**src/rtl/rr_mux_21_arb_pkg.sv**
```systemverilog
// ---------------------------------------------------------------------------
// rr_mux_21_arb_pkg
// Shared definitions for the two-input round-robin arbiter / output mux.
//   DEF_WIDTH    : default data width of each channel and of the output
//   CH0 / CH1    : channel identifiers, also the encoding of out_sel / grant
//   RR_LAST_RST  : reset value of the round-robin 'last' register. It is CH1,
//                  so channel 0 wins the first contention after reset.
// ---------------------------------------------------------------------------
package rr_mux_21_arb_pkg;

  localparam int   DEF_WIDTH   = 8;

  localparam logic CH0         = 1'b0;
  localparam logic CH1         = 1'b1;

  localparam logic RR_LAST_RST = CH1;

endpackage : rr_mux_21_arb_pkg

```
**src/rtl/rr_mux_21_arb_grant.sv**
```systemverilog
// ---------------------------------------------------------------------------
// rr_grant_2
// Purely combinational two-way round-robin grant unit.
//   valid0, valid1 : request lines of channel 0 / channel 1
//   last           : channel that won the most recent transfer
//   grant          : winning channel (CH0 / CH1); only meaningful when
//                    any_grant is high
//   any_grant      : at least one channel is requesting
// A lone requester always wins. When both request, the channel that did not
// win last time is granted.
// ---------------------------------------------------------------------------
module rr_grant_2
  import rr_mux_21_arb_pkg::*;
(
  input  logic valid0,
  input  logic valid1,
  input  logic last,
  output logic grant,
  output logic any_grant
);

  always_comb begin
    // NOTE: assigning a default first means every path drives 'grant', so no
    // latch is inferred even if a case arm is later removed.
    grant = CH0;
    unique case ({valid1, valid0})
      2'b01:   grant = CH0;
      2'b10:   grant = CH1;
      2'b11:   grant = ~last;
      default: grant = CH0;
    endcase
    any_grant = valid0 | valid1;
  end

endmodule : rr_grant_2

```
**src/rtl/rr_mux_21_arb.sv**
```systemverilog
// ---------------------------------------------------------------------------
// rr_mux_21_arb
// Two-input round-robin arbiter feeding a registered 2:1 data mux. It merges
// two valid/ready producer channels into one output stream and tags each
// output word with its source channel.
//   clk                   : single clock, rising edge
//   rst                   : synchronous, active-high reset
//   in0_data/valid/ready  : producer channel 0
//   in1_data/valid/ready  : producer channel 1
//   out_data              : registered selected word
//   out_sel               : source channel of out_data
//   out_valid             : out_data / out_sel hold a word
//   out_ready             : consumer accepts the word this cycle
// The output register accepts a new word whenever it is empty or being drained
// in the same cycle, so a held-high out_ready gives one word per cycle.
// ---------------------------------------------------------------------------
module rr_mux_21_arb
  import rr_mux_21_arb_pkg::*;
#(
  parameter int WIDTH = DEF_WIDTH
) (
  input  logic             clk,
  input  logic             rst,
  input  logic [WIDTH-1:0] in0_data,
  input  logic             in0_valid,
  output logic             in0_ready,
  input  logic [WIDTH-1:0] in1_data,
  input  logic             in1_valid,
  output logic             in1_ready,
  output logic [WIDTH-1:0] out_data,
  output logic             out_sel,
  output logic             out_valid,
  input  logic             out_ready
);

  logic last;
  logic grant;
  logic any_grant;
  logic load;
  logic xfer;

  rr_grant_2 u_grant (
    .valid0    (in0_valid),
    .valid1    (in1_valid),
    .last      (last),
    .grant     (grant),
    .any_grant (any_grant)
  );

  // The output register can take a word when empty or when its current word
  // leaves this cycle.
  assign load = ~out_valid | out_ready;

  // Readys are held low while reset is asserted, so no producer believes its
  // word was taken in a cycle whose state is about to be discarded.
  assign xfer = load & any_grant & ~rst;

  assign in0_ready = xfer & (grant == CH0) & in0_valid;
  assign in1_ready = xfer & (grant == CH1) & in1_valid;

  // NOTE: sequential state uses non-blocking assignments so every register
  // samples pre-edge values regardless of statement order.
  always_ff @(posedge clk) begin
    if (rst) begin
      out_data  <= '0;
      out_sel   <= CH0;
      out_valid <= 1'b0;
      last      <= RR_LAST_RST;
    end else if (xfer) begin
      out_data  <= (grant == CH1) ? in1_data : in0_data;
      out_sel   <= grant;
      out_valid <= 1'b1;
      last      <= grant;
    end else if (load) begin
      // Word drained (or already empty) with nothing to replace it; data and
      // sel keep their previous values, priority is untouched.
      out_valid <= 1'b0;
    end
  end

endmodule : rr_mux_21_arb
```
**config.mk**
```make
export PLATFORM = sky130hd
export DESIGN_NAME = rr_mux_21_arb
export DESIGN_NICKNAME = d
export VERILOG_FILES = /design/src/rtl/rr_mux_21_arb_pkg.sv /design/src/rtl/rr_mux_21_arb_grant.sv /design/src/rtl/rr_mux_21_arb.sv
export SDC_FILE = /design/constraint.sdc
export NUM_CORES = 1
export LEC_CHECK = 0
export BUFFER_PORTS_ARGS = -buffer_cell sky130_fd_sc_hd__buf_4
export CORE_AREA = 2 2 39 41
export CTS_BUF_LIST = sky130_fd_sc_hd__clkbuf_4 sky130_fd_sc_hd__clkbuf_8 sky130_fd_sc_hd__clkbuf_16
export DETAILED_ROUTE_END_ITERATION = 10
export DIE_AREA = 0 0 41 43
export PLACE_DENSITY = 0.76
export RECOVER_POWER = 50
export SLEW_MARGIN = 0
export SYNTH_ARGS = -nofsm -noshare
export SYNTH_HDL_FRONTEND = slang
export SYNTH_SLANG_ARGS = --single-unit
```
**constraint.sdc**
```tcl
create_clock -name clk -period 3.44 [get_ports clk]
set_input_delay 0.344 -clock clk [delete_from_list [all_inputs] [get_ports clk]]
set_output_delay 0.344 -clock clk [all_outputs]
set_load 0.03 [all_outputs]
```
==> impl_results.md <==
- Die height: 43 microns
- Buffers added on ports: 32
- Hold Startpoint: in0_data[2]
- Type of origin of the critical path: flop
- Synthesized area: 538 sq um
- Die Area: 0.00176 sq mm
- Vias in the first global route: 471
- Slew headroom: around 68%
- Crit path from: out_valid$_SDFFE_PP0P_
- Worst skew pair latency: 0.26 ns
- Critical path depth: 3
- Simple-gate share of the synthesized area: ~30%
- Crit-path slowest cell: and4b_4
- RSZ-0062 raised after global routing: false
- Worst slew pin tran: 0.476 ns
- Die Wd: 41 microns
- Number of diodes: 0
- Core area: ~0.0014 sq mm
- Setup WS pre-CTS: 1.93 ns
- Setup CP Type: reg2out
- Number of iterations in the first detailed-routing pass: 3
- DRC: 0
- Post-synthesis adder-cell area fraction: 0%
- PostCTS Resize Cnt: 0
- Outcome: finished clean
- CP bufs+invs: 1
- H-tree levels: 1
- Maximum VDD drop: 0.000263 V
- Sequential fraction of the synthesis area: between 40% and 50%
- Clock share of power: 29.5%
- CTS buffer count: 3
- Global placement routability congestion: between 0.8 and 0.9
- Worst Path Max Fanout: 16
- DP Area: a little under 800 sq um
- R2r endpoint: out_data[1]$_SDFFE_PP0P_
- CTS Buffer Depth: 2
- Drt first-iter violations: 4
- WP data required: around 3.1 ns
- Post-DR wirelength/cell: 13.3 microns
- Finished Cell Area: 773 sq um
- Power per cell area: around 410 mW/mm^2
- Reg2Reg Launch Point: out_valid$_SDFFE_PP0P_
- Initial core utilization: 38.9%
- Leakage: 0.000357 uW
- Fin crit share: 53.2%
- Worst stage delay on the critical path: 0.38 ns
- Hold_buf cts: 0
- Clk root buf: clkbuf_4
- Hpwl dp: 1040 microns
- Most common cell after layout, fill and taps aside: buf_4
- Largest family of logic cells by synthesized area: simple AND/OR/NAND/NOR gates
- Worst setup path end: in0_ready
- Final #Nets: 107
- Multiplexer share of the synthesized area: 0%
- Int Power: 226 uW
- Net Count, Synth: 74
- Crit. End Element: output pin
- Library cells used by synthesis: 21
- #FFs+latches synth: 11
- Synth Warn #: 0
- P&R area growth vs syn: 43.7%
- Clock sinks: 11
- Post-Route WL: 1350 microns
- Antenna viol nets, final: 0
- Final setup margin: 1.61 ns
- Arrival @ worst endpoint: around 1.5 ns
- Synth Area in XOR/XNOR: 0%
- Flop pwr share: 44.9%
- Setup total negative slack: 0 ns
- Max cap viols: 0
- Worst reg2reg path depth: 3
- CTS tree: yes
- Largest net degree at the start of global routing: 17
- Setup bufs post-CTS: 0
- Critical path cell sequence: nand2b_1 > and4b_4 > buf_4
- Syn Area/Cell: 10.2 sq um
- Hold Crit Class: in2reg
- GRT Total Usage: between 15 and 20%
- Clock slew at reported path FFs: about 0.070 ns
- Switching portion of total power: 28.7%
- Comb pwr share: between 20% and 30%
- Compound-Gate Fraction of Synth Area: 24.2%
- Cells after Synth: 53
- Delay-heaviest family, CP: simple AND/OR/NAND/NOR gates
- Fmax achieved: 547 MHz
- IO Pins: 33
- Setup Skew: 0.00103 ns
- Max Slew Vio Count: 0
- Grt total ovfl: 0
- Row Count: 14
- Initial antenna violation count: 0
- Switching power: 91.1 uW
- Tmin final: around 1.8 ns
- Global-route wire length before repair: 1970 microns
- Final setup viols: 0
- Via density per instance: 5.48
- Layout cell share with drive strength beyond 1: between 30 and 40%
- Commonest non-fill, non-tap cells in the layout: buf_4 (26), dfxtp_1 (11), nand4_1 (6), clkbuf_1 (6)
- R2R setup slack: 2.02 ns
- Via count: 553
- Fin. Hold Viols: 0
## cell usage after synthesis
cell type	instances	area [sq um]
a21o_1	1	7.51
a21oi_1	2	10.0
a21oi_2	1	8.76
a221o_1	5	50.1
a311o_1	1	10.0
a31oi_1	3	18.8
and2b_1	1	7.51
and3_1	1	6.26
and4_1	5	43.8
and4b_4	1	13.8
buf_2	2	10.0
buf_6	1	11.3
clkbuf_1	1	3.75
dfxtp_1	11	220
inv_1	1	3.75
nand2b_4	2	27.5
nand4_1	6	37.5
nor2_1	1	3.75
nor2b_1	3	18.8
o21ai_0	3	15.0
o21ba_1	1	10.0
## stage by stage
step	hold WS (ns)	cells	utilization (%)	total power [uW]
final	0.310	101	55.9	317
after global routing	0.301	101	55.9	335
after CTS	0.304	101	58.0	326
after detailed placement	0.441	97	55.9	232
after global placement	0.437	97	55.9	231
after floorplan	0.483	53	-	195
## registers in the layout (all words and copies together), names as in the netlist
name and flops:
out_data 8, out_sel 1, out_valid 1, last 1
## worst min path at each step
stage | end | slack (ns) | depth (start not counted)
floorplan | out_data[1]$_SDFFE_PP0P_ | 0.48 | 1
global placement | out_sel$_SDFFE_PP0P_ | 0.44 | 1
detailed placement | out_sel$_SDFFE_PP0P_ | 0.44 | 1
CTS | out_data[3]$_SDFFE_PP0P_ | 0.30 | 2
global route | out_data[3]$_SDFFE_PP0P_ | 0.30 | 2
finish | out_data[2]$_SDFFE_PP0P_ | 0.31 | 2
## power by group through the flow
| stage | clock [uW] | combinational [uW] | sequential [uW] |
|---|---|---|---|
| after floorplan | 0 | 32.0 | 163 |
| after global placement | 0 | 85.6 | 146 |
| after detailed placement | 0 | 86.3 | 146 |
| after CTS | 95.9 | 86.8 | 143 |
| after global routing | 104 | 87.3 | 144 |
| final | 93.7 | 81.2 | 143 |
## area by class of cell
cell class	instances	area [sq um]
clock buffer	4	30.0
fill	140	611
inverter	1	3.75
multi-input combinational	37	282
sequential	11	220
tap	16	20.0
timing repair buffer	32	218
## logic make-up after synthesis
kind of cell,count (synthesis)
buffers and inverters,5
and+or+nand+nor,20
DFF,11
AOI/OAI and AO/OA,17
## routing by layer
layer | wire length (microns) | share of wire (%) | GRT usage, % | up-vias
met1 | 575 | 43 | 20.9 | 255
li1 | - | - | - | 277
met5 | 0 | 0 | 0 | -
met2 | 630 | 47 | 24.7 | 19
met3 | 120 | 8.9 | 3.66 | 2
met4 | 19 | 1.4 | 8.00 | 0
## worst reg2reg max path: cells and delay by family (launching register included)
family | cells | cell delay, ns
and+or+nand+nor | 2 | 0.62
AOI/OAI and AO/OA | 1 | 0.35
DFF | 1 | 0.35
Note: power is estimated with default switching activity, not from simulation.
